$ cat src/rtl/uart_tx_pkg.sv
// Shared definitions for the UART frame transmitter.
// Optional feature macro: UART_TX_TWO_STOP_EN (two stop bits instead of one).

package uart_tx_pkg;

    // Payload width used when the instantiating module does not override it.
    localparam int unsigned DefaultDataWidth = 8;

    // Number of stop-bit cycles closing every frame.
`ifdef UART_TX_TWO_STOP_EN
    localparam int unsigned StopBits = 2;
`else
    localparam int unsigned StopBits = 1;
`endif

    // Frame sequencer states, binary encoded.
    typedef enum logic [2:0] {
        StIdle   = 3'd0,
        StStart  = 3'd1,
        StData   = 3'd2,
        StParity = 3'd3,
        StStop   = 3'd4
    } tx_state_e;

endpackage

$ cat src/rtl/uart_tx_serializer.sv
// Payload shift register and data-bit counter for the UART frame transmitter.
// Loads the payload on acceptance, shifts it out LSB-first on request and flags the
// last data bit. The counter saturates at DataWidth-1 instead of wrapping.

module uart_tx_serializer
    import uart_tx_pkg::*;
#(
    parameter int unsigned DataWidth = DefaultDataWidth
) (
    input  logic                 clk_i,
    input  logic                 rst_i,
    input  logic                 load_i,
    input  logic [DataWidth-1:0] data_i,
    input  logic                 shift_i,
    input  logic                 count_i,
    output logic                 bit_o,
    output logic                 ser_done_o
);

    localparam int unsigned CntW = (DataWidth > 1) ? $clog2(DataWidth) : 1;
    localparam logic [CntW-1:0] LastIdx = CntW'(DataWidth - 1);

    logic [DataWidth-1:0] shreg_q, shreg_d;
    logic [CntW-1:0]      cnt_q, cnt_d;

    // Next-state of shift register and saturating bit counter.
    always_comb begin
        shreg_d = shreg_q;
        cnt_d   = cnt_q;
        if (load_i) begin
            shreg_d = data_i;
            cnt_d   = '0;
        end else begin
            if (shift_i) begin
                shreg_d = shreg_q >> 1;
            end
            if (count_i && (cnt_q != LastIdx)) begin
                cnt_d = cnt_q + 1'b1;
            end
        end
    end

    // State registers with synchronous active-high reset.
    always_ff @(posedge clk_i) begin
        if (rst_i) begin
            shreg_q <= '0;
            cnt_q   <= '0;
        end else begin
            shreg_q <= shreg_d;
            cnt_q   <= cnt_d;
        end
    end

    // bit_o is the next bit to put on the line; the caller decides when it is used.
    assign bit_o      = shreg_q[0];
    // Meaningful only while the sequencer is in the data phase.
    assign ser_done_o = (cnt_q == LastIdx);

endmodule

$ cat src/rtl/uart_tx_frame.sv
// UART frame transmitter: start bit, LSB-first payload, optional parity, stop bit(s).
// TX_OUT and busy are registered and always describe the state being entered.
// Optional feature macro: UART_TX_TWO_STOP_EN (two stop bits instead of one).

module uart_tx_frame
    import uart_tx_pkg::*;
#(
    parameter int unsigned DATA_WIDTH = DefaultDataWidth
) (
    input  logic                  CLK,
    input  logic                  RST,
    input  logic [DATA_WIDTH-1:0] P_DATA,
    input  logic                  data_valid,
    input  logic                  PAR_EN,
    input  logic                  party_bit,
    output logic                  TX_OUT,
    output logic                  busy
);

    tx_state_e state_q, state_d;
    logic      tx_q, tx_d;
    logic      busy_q, busy_d;
    logic      par_en_q, par_en_d;

    logic      ser_load;
    logic      ser_shift;
    logic      ser_count;
    logic      ser_bit;
    logic      ser_done;

`ifdef UART_TX_TWO_STOP_EN
    logic      stop_cnt_q, stop_cnt_d;
`endif

    uart_tx_serializer #(
        .DataWidth (DATA_WIDTH)
    ) u_serializer (
        .clk_i      (CLK),
        .rst_i      (RST),
        .load_i     (ser_load),
        .data_i     (P_DATA),
        .shift_i    (ser_shift),
        .count_i    (ser_count),
        .bit_o      (ser_bit),
        .ser_done_o (ser_done)
    );

    // Next-state, serializer control and next line value.
    always_comb begin
        state_d   = state_q;
        tx_d      = tx_q;
        par_en_d  = par_en_q;
        ser_load  = 1'b0;
        ser_shift = 1'b0;
        ser_count = 1'b0;
`ifdef UART_TX_TWO_STOP_EN
        stop_cnt_d = 1'b0;
`endif
        unique case (state_q)
            StIdle: begin
                tx_d = 1'b1;
                if (data_valid) begin
                    ser_load = 1'b1;
                    par_en_d = PAR_EN;
                    state_d  = StStart;
                    tx_d     = 1'b0;
                end
            end
            StStart: begin
                // Put bit 0 on the line and pre-shift so bit 1 is ready next cycle.
                state_d   = StData;
                tx_d      = ser_bit;
                ser_shift = 1'b1;
            end
            StData: begin
                if (ser_done) begin
                    if (par_en_q) begin
                        state_d = StParity;
                        tx_d    = party_bit;
                    end else begin
                        state_d = StStop;
                        tx_d    = 1'b1;
                    end
                end else begin
                    tx_d      = ser_bit;
                    ser_shift = 1'b1;
                    ser_count = 1'b1;
                end
            end
            StParity: begin
                state_d = StStop;
                tx_d    = 1'b1;
            end
            StStop: begin
                tx_d = 1'b1;
`ifdef UART_TX_TWO_STOP_EN
                if (stop_cnt_q == 1'(StopBits - 1)) begin
                    state_d = StIdle;
                end else begin
                    stop_cnt_d = stop_cnt_q + 1'b1;
                end
`else
                state_d = StIdle;
`endif
            end
            default: begin
                state_d = StIdle;
                tx_d    = 1'b1;
            end
        endcase
        busy_d = (state_d != StIdle);
    end

    // Sequencer and output registers with synchronous active-high reset.
    always_ff @(posedge CLK) begin
        if (RST) begin
            state_q  <= StIdle;
            tx_q     <= 1'b1;
            busy_q   <= 1'b0;
            par_en_q <= 1'b0;
        end else begin
            state_q  <= state_d;
            tx_q     <= tx_d;
            busy_q   <= busy_d;
            par_en_q <= par_en_d;
        end
    end

`ifdef UART_TX_TWO_STOP_EN
    // Stop-bit counter, cleared whenever the sequencer is outside STOP.
    always_ff @(posedge CLK) begin
        if (RST) begin
            stop_cnt_q <= 1'b0;
        end else begin
            stop_cnt_q <= stop_cnt_d;
        end
    end
`endif

    assign TX_OUT = tx_q;
    assign busy   = busy_q;

endmodule
$ cat config.mk
export PLATFORM = sky130hd
export DESIGN_NAME = uart_tx_frame
export DESIGN_NICKNAME = d
export VERILOG_FILES = /design/src/rtl/uart_tx_pkg.sv /design/src/rtl/uart_tx_serializer.sv /design/src/rtl/uart_tx_frame.sv
export SDC_FILE = /design/constraint.sdc
export NUM_CORES = 1
export LEC_CHECK = 0
export CORE_UTILIZATION = 45
export CTS_CLUSTER_DIAMETER = 50
export DETAILED_ROUTE_END_ITERATION = 8
export PLACE_DENSITY = 0.7
export REMOVE_ABC_BUFFERS = 1
export SYNTH_ARGS = -nofsm -noshare
export SYNTH_HDL_FRONTEND = slang
export SYNTH_SLANG_ARGS = --single-unit
$ cat constraint.sdc
create_clock -name CLK -period 2.6 [get_ports CLK]
set_clock_uncertainty 0.15 [all_clocks]
set_input_delay 0.39 -clock CLK [delete_from_list [all_inputs] [get_ports CLK]]
set_output_delay 0.39 -clock CLK [all_outputs]
set_load 0.03 [all_outputs]
==> flow_summary.ini <==
[critical_path]
cpMostUsedCell = ha_1
cp-end-kind = flop
critPathMaxFanout = 12
cp_slowest_cell = dfxtp_1
required_ns = 2.61
arrival_ns = 1.88
worst-setup-path-type = reg -> reg
slowest_delay_ns = 0.33
path_cells = ha_1 -> ha_1 -> nor4b_2 -> buf_4 -> a21o_1 -> a211oi_1
cp-start-kind = flop

[cts]
htreeDepth = 1
cts_sinks = 17
cts_tree = done
cts.path.max_buffers = 2
cts_buffers = 3
worstSkewPairLatency_ns = 0.30
hold_buffers = 0
post_cts_resize_count = 0
clkTransAtPathRegs_ns = 0.09
clock-root-buffer = clkbuf_4
postCtsSetupBuffers = 0

[synth]
synth_seq_area_share_pct = 41.5
ys_types = 30
avgSynthCellArea_um2 = 10.3
syn_area_um2 = 821
synth_seq_cells = 17
ys_warn_count = 0
netlist_instances = 80

[placed_design]
postPlaceCellArea_um2 = 968
gp_congestion = 0.713
dp_hpwl_mm = 1.02
io_buffers = 14

[die]
start_util_pct = 47.5
chipHeight_um = 44.7
die_w_um = 44.7
dieArea_mm2 = 0.00200
placementRows = 15
io_pins = 15
fp.coreArea_mm2 = 0.00173

[route]
avgViaCountPerCell = 5.24
drc = 0
vias = 623
antenna_left = 0
wirelength_mm = 1.46
drt_iter0_drc = 8
drt_pass1_iterations = 4
wl_per_cell_um = 12.2

[grt]
grt_max_degree = 15
grt_pass1_vias = 530
grt_util_all_layers_pct = 16.3
antenna_found_initial = 0
grt_overflow = 0
grt_pass1_wl_mm = 2.28

[finish]
final_nets = 110
final_area_um2 = 996
fillers = 168
syn2layout_area_growth_pct = 21.3
multiInputGateArea_um2 = 430
seq_area_um2 = 340
drive_gt1_share_pct = 9.57
diodes = 0

[power]
p_switching_mw = 0.158
p_int_mw = 0.407
p_leak_nw = 0.385
p_comb_share_pct = 21.8
irDropWorstVdd_uv = 396
seqPwrFrac_pct = 53.4
power_density_mw_per_mm2 = 568
power_frac_clock_pct = 24.9
swShare_pct = 27.9

[sta]
rsz0062_at_grt = false
hold_ws_ns = 0.389
finalCritPeriodShare_pct = 72.0
slew_headroom_pct = 62.6
fin_setup_tns_ns = 0
fin_crit_ns = 1.87
tightest_slew_ns = 0.558
hold_viol = 0
max_clock_freq_mhz = 534
report.final.slew_viol_count = 0
setup_viol = 0

[job]
drv_cap = 0

[worst_hold_path]
hp-class = reg -> reg

[run_status]
status = finished clean
through the flow:
step	util [%]	std cells	worst slack, ns	power [mW]
after global routing	57.7	119	0.644	0.597
after CTS	57.7	119	0.763	0.574
after detailed placement	56.1	115	0.578	0.431
after floorplan	-	73	0.542	0.382
final	57.7	119	0.729	0.565
after global placement	56.1	115	0.612	0.429
per-layer routing:
| layer | GRT usage (%) | vias up | part of all wire, % |
|---|---|---|---|
| met4 | 7.27 | 0 | 0.82 |
| met5 | 0 | - | 0 |
| met1 | 19.6 | 279 | 49 |
| li1 | - | 330 | - |
| met2 | 25.3 | 12 | 46 |
| met3 | 7.20 | 2 | 4.5 |
logic make-up (layout without fill, tap and decap cells):
family / count (synthesis) / after routing / share of synthesized area [%]
AOI/OAI and AO/OA: 23 / 23 / 20.9
xor gates and xnor gates: 1 / 1 / 1.07
adders and majority gates: 2 / 2 / 3.05
buffers and inverters: 8 / 22 / 6.10
DFF: 17 / 17 / 41.5
muxes: 10 / 10 / 12.2
and+or+nand+nor: 19 / 19 / 15.2
worst max-delay path: cells and delay by family, from the launching register on:
family,cells,cell delay [ns]
buf+inv,1,0.23
flops,1,0.33
fa+ha+maj,2,0.44
simple gates,1,0.23
compound gates,2,0.36
synthesized netlist by cell type:
master | instances | area [µm²]
nor2_1 | 4 | 15.0
clkbuf_1 | 3 | 11.3
buf_6 | 2 | 22.5
ha_1 | 2 | 25.0
o31a_1 | 1 | 8.76
nand2_1 | 2 | 7.51
or2_0 | 1 | 6.26
o22ai_1 | 1 | 6.26
dfxtp_1 | 17 | 340
nor4b_2 | 1 | 15.0
inv_1 | 1 | 3.75
a21oi_1 | 1 | 5.00
nor2b_1 | 1 | 6.26
a211o_1 | 1 | 8.76
a31oi_1 | 1 | 6.26
a211oi_1 | 14 | 105
and2_1 | 1 | 6.26
nor4b_4 | 1 | 23.8
o21ai_0 | 1 | 5.00
nor3_1 | 4 | 20.0
o211a_1 | 1 | 10.0
nand2b_1 | 2 | 12.5
mux2i_1 | 10 | 100
buf_4 | 1 | 7.51
buf_2 | 1 | 5.00
nand3_1 | 1 | 5.00
a21o_1 | 1 | 7.51
nor3b_1 | 1 | 7.51
xnor2_1 | 1 | 8.76
o221ai_1 | 1 | 8.76
power by group through the flow:
stage	logic (mW)	registers [mW]	clock network [mW]
final	0.123	0.302	0.141
after global routing	0.134	0.305	0.158
after CTS	0.123	0.302	0.149
after detailed placement	0.123	0.308	0
after global placement	0.121	0.308	0
after floorplan	0.0725	0.309	0
layout by cell type (no fill, tap or decap):
| master | Yosys | routed |
|---|---|---|
| nor4b_4 | 1 | 1 |
| dfxtp_1 | 17 | 17 |
| inv_1 | 1 | 1 |
| a31oi_1 | 1 | 1 |
| a21oi_1 | 1 | 1 |
| ha_1 | 2 | 2 |
| o31a_1 | 1 | 1 |
| nand3_1 | 1 | 1 |
| a211oi_1 | 14 | 14 |
| o211a_1 | 1 | 1 |
| mux2i_1 | 10 | 10 |
| clkbuf_4 | 0 | 3 |
| nor2_1 | 4 | 4 |
| clkinv_2 | 0 | 1 |
| xnor2_1 | 1 | 1 |
| nor4b_2 | 1 | 1 |
| nor3_1 | 4 | 4 |
| o22ai_1 | 1 | 1 |
| nor2b_1 | 1 | 1 |
| clkdlybuf4s50_1 | 0 | 14 |
| nand2b_1 | 2 | 2 |
| nor3b_1 | 1 | 1 |
| o21ai_0 | 1 | 1 |
| o221ai_1 | 1 | 1 |
| a211o_1 | 1 | 1 |
| a21o_1 | 1 | 1 |
| or2_0 | 1 | 1 |
| buf_4 | 1 | 3 |
| nand2_1 | 2 | 2 |
| and2_1 | 1 | 1 |
layout make-up:
| class | instances | share of cell area [%] |
|---|---|---|
| Tap cell | 25 | 3.14 |
| Inverter | 1 | 0.377 |
| Sequential cell | 17 | 34.2 |
| Timing Repair Buffer | 17 | 16.3 |
| Clock buffer | 3 | 2.26 |
| Multi-Input combinational cell | 55 | 43.2 |
| Clock inverter | 1 | 0.503 |
worst paths after layout:
check | start | endpoint | depth (start not counted) | slack [ns]
setup / recovery | u_serializer.cnt_q[0]$_SDFFE_PP0P_ | u_serializer.shreg_q[4]$_SDFFE_PP0P_ | 6 | 0.73
hold / removal | u_serializer.shreg_q[7]$_SDFFE_PP0P_ | u_serializer.shreg_q[7]$_SDFFE_PP0P_ | 3 | 0.39
setup reg to reg | u_serializer.cnt_q[0]$_SDFFE_PP0P_ | u_serializer.shreg_q[4]$_SDFFE_PP0P_ | 6 | 0.73
hold reg to reg | u_serializer.shreg_q[7]$_SDFFE_PP0P_ | u_serializer.shreg_q[7]$_SDFFE_PP0P_ | 3 | 0.39
registers in the layout (all words and copies together) (netlist names):
register and cells:
TX_OUT 1, u_serializer.cnt_q 3, par_en_q 1, busy 1, u_serializer.shreg_q 8, state_q 3
Power figures use the tool's default switching activity.
